--- src/rtl/mem64_arbiter.sv ---
// Two-port round-robin arbiter in front of the shared 64-bit data memory.
// Define MEM64_ARB_FIXED_PRIO_EN to make port 0 always win a tie.
module mem64_arbiter #(
   parameter int ADDR_W = 64,
   parameter int DATA_W = 64,
   parameter int RD_LAT = 1
) (
   input  logic              Clk,
   input  logic              Reset,
   input  logic              req0,
   input  logic              wr0,
   input  logic [ADDR_W-1:0] addr0,
   input  logic [DATA_W-1:0] wdata0,
   output logic              gnt0,
   output logic              rvalid0,
   output logic [DATA_W-1:0] rdata0,
   input  logic              req1,
   input  logic              wr1,
   input  logic [ADDR_W-1:0] addr1,
   input  logic [DATA_W-1:0] wdata1,
   output logic              gnt1,
   output logic              rvalid1,
   output logic [DATA_W-1:0] rdata1,
   output logic [ADDR_W-1:0] mem_addr,
   output logic [DATA_W-1:0] mem_wdata,
   output logic              mem_wr,
   input  logic [DATA_W-1:0] mem_rdata,
   output logic              busy,
   output logic              owner
);

   typedef enum logic [1:0] {
      S_IDLE   = 2'd0,
      S_ACCESS = 2'd1,
      S_WAIT   = 2'd2,
      S_RESP   = 2'd3
   } state_t;

   localparam logic [2:0] LAT_C = 3'(RD_LAT);

   state_t            state_q, state_d;
   logic [2:0]        cnt_q, cnt_d;
   logic              owner_q, owner_d;
   logic              lat_wr_q, lat_wr_d;
   logic              gnt0_q, gnt0_d, gnt1_q, gnt1_d;
   logic              rvalid0_q, rvalid0_d, rvalid1_q, rvalid1_d;
   logic [DATA_W-1:0] rdata0_q, rdata0_d, rdata1_q, rdata1_d;
   logic [ADDR_W-1:0] mem_addr_q, mem_addr_d;
   logic [DATA_W-1:0] mem_wdata_q, mem_wdata_d;
   logic              mem_wr_q, mem_wr_d;
   logic              win_s;

   // Next-state and next-output decode
   always_comb begin
      state_d     = state_q;
      cnt_d       = cnt_q;
      owner_d     = owner_q;
      lat_wr_d    = lat_wr_q;
      gnt0_d      = 1'b0;
      gnt1_d      = 1'b0;
      rvalid0_d   = 1'b0;
      rvalid1_d   = 1'b0;
      rdata0_d    = rdata0_q;
      rdata1_d    = rdata1_q;
      mem_addr_d  = mem_addr_q;
      mem_wdata_d = mem_wdata_q;
      mem_wr_d    = 1'b0;
      win_s       = 1'b0;

`ifdef MEM64_ARB_FIXED_PRIO_EN
      win_s = ~req0;
`else
      if (req0 && req1) begin
         win_s = ~owner_q;
      end else begin
         win_s = req1;
      end
`endif

      case (state_q)
         S_IDLE: begin
            if (req0 || req1) begin
               state_d  = S_ACCESS;
               owner_d  = win_s;
               mem_wr_d = win_s ? wr1 : wr0;
               lat_wr_d = win_s ? wr1 : wr0;
               mem_addr_d  = win_s ? addr1 : addr0;
               mem_wdata_d = win_s ? wdata1 : wdata0;
               gnt0_d   = ~win_s;
               gnt1_d   = win_s;
            end else begin
               mem_addr_d = '0;
            end
         end
         S_ACCESS: begin
            if (lat_wr_q) begin
               state_d    = S_IDLE;
               mem_addr_d = '0;
            end else begin
               state_d = S_WAIT;
               cnt_d   = LAT_C;
            end
         end
         // Last WAIT cycle carries valid memory data; capture it for the owner only
         S_WAIT: begin
            if (cnt_q <= 3'd1) begin
               state_d = S_RESP;
               cnt_d   = 3'd0;
               if (owner_q) begin
                  rdata1_d  = mem_rdata;
                  rvalid1_d = 1'b1;
               end else begin
                  rdata0_d  = mem_rdata;
                  rvalid0_d = 1'b1;
               end
            end else begin
               cnt_d = cnt_q - 3'd1;
            end
         end
         S_RESP: begin
            state_d    = S_IDLE;
            mem_addr_d = '0;
         end
         default: begin
            state_d    = S_IDLE;
            mem_addr_d = '0;
         end
      endcase
   end

   // State and output registers; owner resets to 1 so port 0 wins the first tie
   always_ff @(posedge Clk or posedge Reset) begin
      if (Reset) begin
         state_q     <= S_IDLE;
         cnt_q       <= 3'd0;
         owner_q     <= 1'b1;
         lat_wr_q    <= 1'b0;
         gnt0_q      <= 1'b0;
         gnt1_q      <= 1'b0;
         rvalid0_q   <= 1'b0;
         rvalid1_q   <= 1'b0;
         rdata0_q    <= '0;
         rdata1_q    <= '0;
         mem_addr_q  <= '0;
         mem_wdata_q <= '0;
         mem_wr_q    <= 1'b0;
      end else begin
         state_q     <= state_d;
         cnt_q       <= cnt_d;
         owner_q     <= owner_d;
         lat_wr_q    <= lat_wr_d;
         gnt0_q      <= gnt0_d;
         gnt1_q      <= gnt1_d;
         rvalid0_q   <= rvalid0_d;
         rvalid1_q   <= rvalid1_d;
         rdata0_q    <= rdata0_d;
         rdata1_q    <= rdata1_d;
         mem_addr_q  <= mem_addr_d;
         mem_wdata_q <= mem_wdata_d;
         mem_wr_q    <= mem_wr_d;
      end
   end

   assign gnt0      = gnt0_q;
   assign gnt1      = gnt1_q;
   assign rvalid0   = rvalid0_q;
   assign rvalid1   = rvalid1_q;
   assign rdata0    = rdata0_q;
   assign rdata1    = rdata1_q;
   assign mem_addr  = mem_addr_q;
   assign mem_wdata = mem_wdata_q;
   assign mem_wr    = mem_wr_q;
   assign busy      = (state_q != S_IDLE);
   assign owner     = owner_q;

endmodule

--- config.mk ---
export PLATFORM = sky130hd
export DESIGN_NAME = mem64_arbiter
export DESIGN_NICKNAME = d
export VERILOG_FILES = /design/src/rtl/mem64_arbiter.sv
export SDC_FILE = /design/constraint.sdc
export NUM_CORES = 1
export LEC_CHECK = 0
export BUFFER_PORTS_ARGS = -buffer_cell sky130_fd_sc_hd__buf_2
export CAP_MARGIN = 10
export CORE_AREA = 2 2 226 228
export DETAILED_ROUTE_END_ITERATION = 10
export DIE_AREA = 0 0 228 230
export GPL_TIMING_DRIVEN = 0
export PLACE_DENSITY = 0.55
export RECOVER_POWER = 50
export SLEW_MARGIN = 5
export SYNTH_ARGS = -nofsm -noshare
export SYNTH_HDL_FRONTEND = slang
export SYNTH_SLANG_ARGS = --single-unit
--- constraint.sdc ---
create_clock -name Clk -period 10.35 [get_ports Clk]
set_clock_uncertainty 0.2 [all_clocks]
set_input_delay 1.035 -clock Clk [delete_from_list [all_inputs] [get_ports Clk]]
set_output_delay 1.035 -clock Clk [all_outputs]
set_load 0.01 [all_outputs]
==> summary.txt <==
Post-synthesis sequential area ratio: 59.6%
Layout Cells excl Fill: 2,061
Lkg Pwr: 7.88 nW
Syn_area_per_cell: 15.1 sq um
Crit end category: flip-flop
Worst Path Max Fanout: 10
Setup CP Type: input port to flip-flop
Layout cells sized above 1: 60.2%
Rows: 82
Crit start category: input port
Required time worst endpoint: 10,600 ps
Final Max Tran Viols: 46
PostCTS Resize Cnt: 0
Tmin final: 3530 ps
CTS sink cnt: 268
Post-CTS Hold Buffers: 0
Synth warnings: 0
Ranking of synthesized cells by area: dfrtp_1, mux2_2, a221o_1
Ys flop type: dfrtp_1
Core region area: 49,900 sq um
DP Worst Slack: 7230 ps
Worst-skew pair later-pin latency: 570 ps
NumNets Final: 1,694
Most numerous cell in the Yosys netlist: dfrtp_1
Top Usage Layer GRT: met2
Synth Instances: 743
Synth area leader: dfrtp_1
Routed WL: 36,700 microns
Failing checks: max-capacitance violations, max-slew violations
Initial DRT Pass Iterations: 4
CP max-delay cell: clkbuf_1
Util after Layout: 32.1%
Reg2Reg Setup Slack: 7020 ps
Vias in the first global route: 9,419
Die height: 230 microns
FILL cells: 5,147
Register bit total from synthesis: 268
Unrepaired setup endpoints after global routing: no
H-tree levels: 1
Synth Net Count: 1,071
CP cell instances: clkbuf_1 > a21boi_0 > clkbuf_1 > clkbuf_1 > mux2i_1 > o21ai_0
Arrival time worst endpoint: 3780 ps
Via-to-Cell Ratio: 4.28
PortBufs: 588
Congestion Overflow GR: 0
Commonest cells in the netlist: dfrtp_1, mux2_2, a221o_1, and3_1, mux2_1
Crit Reg-Reg Startpoint: owner$_DFFE_PP1P_
TritonCTS Buffers: 31
Hpwl dp: 28,600 microns
Setup_tns: 0 ps
I/O pins: 589
Initial DRC Count: 436
Final worst slack: 6820 ps
Fraction of registers with async set/reset: 100%
Cell family with the largest share of critical-path delay: buffers and inverters
Vias: 8,812
Max Cap Viol: 1
# DRC: 0
Worst setup path start: req1
N_diodes: 0
Worst Max-Slew Pin Slew: 2260 ps
Synth top area share: 59.4%
GRT met3 Usage: 3.71%
Setup violators final: 0
Number of enable flip-flop cells after synthesis: 0
Met1 global-route usage: 16.3%
Worst slew margin: -51.3%
WP buf/inv: 3
Die Wd: 228 microns
Fmax: 283 MHz
CP max stage delay: 720 ps
Initial core utilization: 22.6%
Postcts setup bufs: 0
Final Cycle Share: 34.1%
Gr usage total: 13.4%
Hold Path Class: flip-flop to flip-flop
Synth cell types: 33
Status: complete, but fails checks
Placed cells: 2,005
CTS max path bufs: 3
Most Frequent Cell on Critical Path: clkbuf_1
First-pass GRT wire length: 55,200 microns
DIE AREA: 52,400 sq um
Detail Route Antenna Nets: 0
PwrDens: 312 nW/um^2
Worst VDD drop: 0.000156 V
Largest net degree at the start of global routing: 120
WL per Instance: 17.8 microns
Netlist Area Pre-Place: 11,300 sq um
CTS Root Cell: clkbuf_16
CTS tree: built
Initial antenna violation count: 0
Min-delay src: mem_addr[63]$_DFFE_PP0P_
Placer Congestion: 0.908
Routing usage on met2: 23.2%
Final Hold Viols: 0
Worst-path clk slew: 60 ps
P&R area growth vs syn: 42.2%
-- path summary, 6_finish.rpt --
| kind | depth (start not counted) | endpoint |
|---|---|---|
| hold reg to reg | 1 | mem_addr[63]$_DFFE_PP0P_ |
| min in group asynchronous | 2 | rdata0[36]$_DFFE_PP0P_ |
| hold / removal | 1 | mem_addr[63]$_DFFE_PP0P_ |
| setup / recovery | 6 | lat_wr_q$_DFFE_PP0P_ |
| setup reg to reg | 5 | lat_wr_q$_DFFE_PP0P_ |
| max in group asynchronous | 3 | mem_wdata[20]$_DFFE_PP0P_ |
-- placed cells by master, fill, tap and decap left out, drive strengths merged --
master | Yosys | routed
nor2b | 1 | 1
or3b | 1 | 1
o21ai | 5 | 5
ha | 2 | 2
nand2 | 2 | 2
clkinv | 0 | 5
nand3 | 1 | 1
a2bb2oi | 1 | 1
and2 | 1 | 1
nor2 | 5 | 5
mux2 | 256 | 256
a32o | 2 | 2
o2bb2ai | 5 | 5
a21boi | 1 | 1
nand4b | 1 | 1
and2b | 1 | 1
buf | 43 | 554
a221o | 59 | 59
clkinvlp | 0 | 2
clkbuf | 11 | 132
mux2i | 6 | 6
o21bai | 1 | 1
a21o | 1 | 1
inv | 6 | 8
nor3 | 2 | 2
dfrtp | 267 | 267
dfstp | 1 | 1
and3 | 59 | 59
bufinv | 0 | 5
nand2b | 2 | 2
-- worst register-to-register path: cells and delay by family, from the launching register on --
kind            cells  cell delay [ps]
flops               1              390
compound gates      2              810
buf+inv             2             1410
mux                 1              400
-- state kept, by name, summed over array words and instances (netlist names), named ones only --
name and count:
cnt_q 3, gnt0 1, gnt1 1, lat_wr_q 1, mem_addr 64, mem_wdata 64, mem_wr 1, owner 1
rdata0 64, rdata1 64, rvalid0 1, rvalid1 1, state_q 1
-- per-layer routing --
| layer | routed length, microns | vias up |
|---|---|---|
| met3 | 2730 | 61 |
| li1 | - | 4021 |
| met1 | 14900 | 4348 |
| met5 | 0 | - |
| met2 | 17900 | 382 |
| met4 | 1120 | 0 |
-- per-stage QoR --
step                      hold slack, ps  area (sq um)  total power (W)
after floorplan                      268         11300          0.00303
after global placement               269         15000          0.00392
after detailed placement             276         15100          0.00395
after CTS                            250         16100          0.00511
after global routing                 310         16000          0.00531
final                                289         16000          0.00499
-- cell families after synthesis --
| group | Yosys count | share of synthesized area, % |
|---|---|---|
| DFF | 268 | 59.6 |
| AOI/OAI and AO/OA | 75 | 6.35 |
| buffers and inverters | 60 | 3.46 |
| muxes | 262 | 26.2 |
| and+or+nand+nor | 76 | 4.20 |
| adders and majority gates | 2 | 0.222 |
-- final cells by class --
| class | instances | area, sq um | area share (%) |
|---|---|---|---|
| buffer | 54 | 327 | 2.04 |
| clock buffer | 42 | 837 | 5.23 |
| clock inverter | 14 | 209 | 1.31 |
| inverter | 6 | 23.8 | 0.149 |
| multi-input combinational | 415 | 4150 | 25.9 |
| sequential | 268 | 6710 | 41.9 |
| tap | 672 | 841 | 5.25 |
| timing repair buffer | 590 | 2910 | 18.2 |
-- power by group --
part | internal (W) | switching [W]
Combinational | 0.000996 | 0.00106
Clock | 0.000690 | 0.000436
Sequential | 0.00156 | 0.000253
Note: power is estimated with default switching activity, not from simulation.
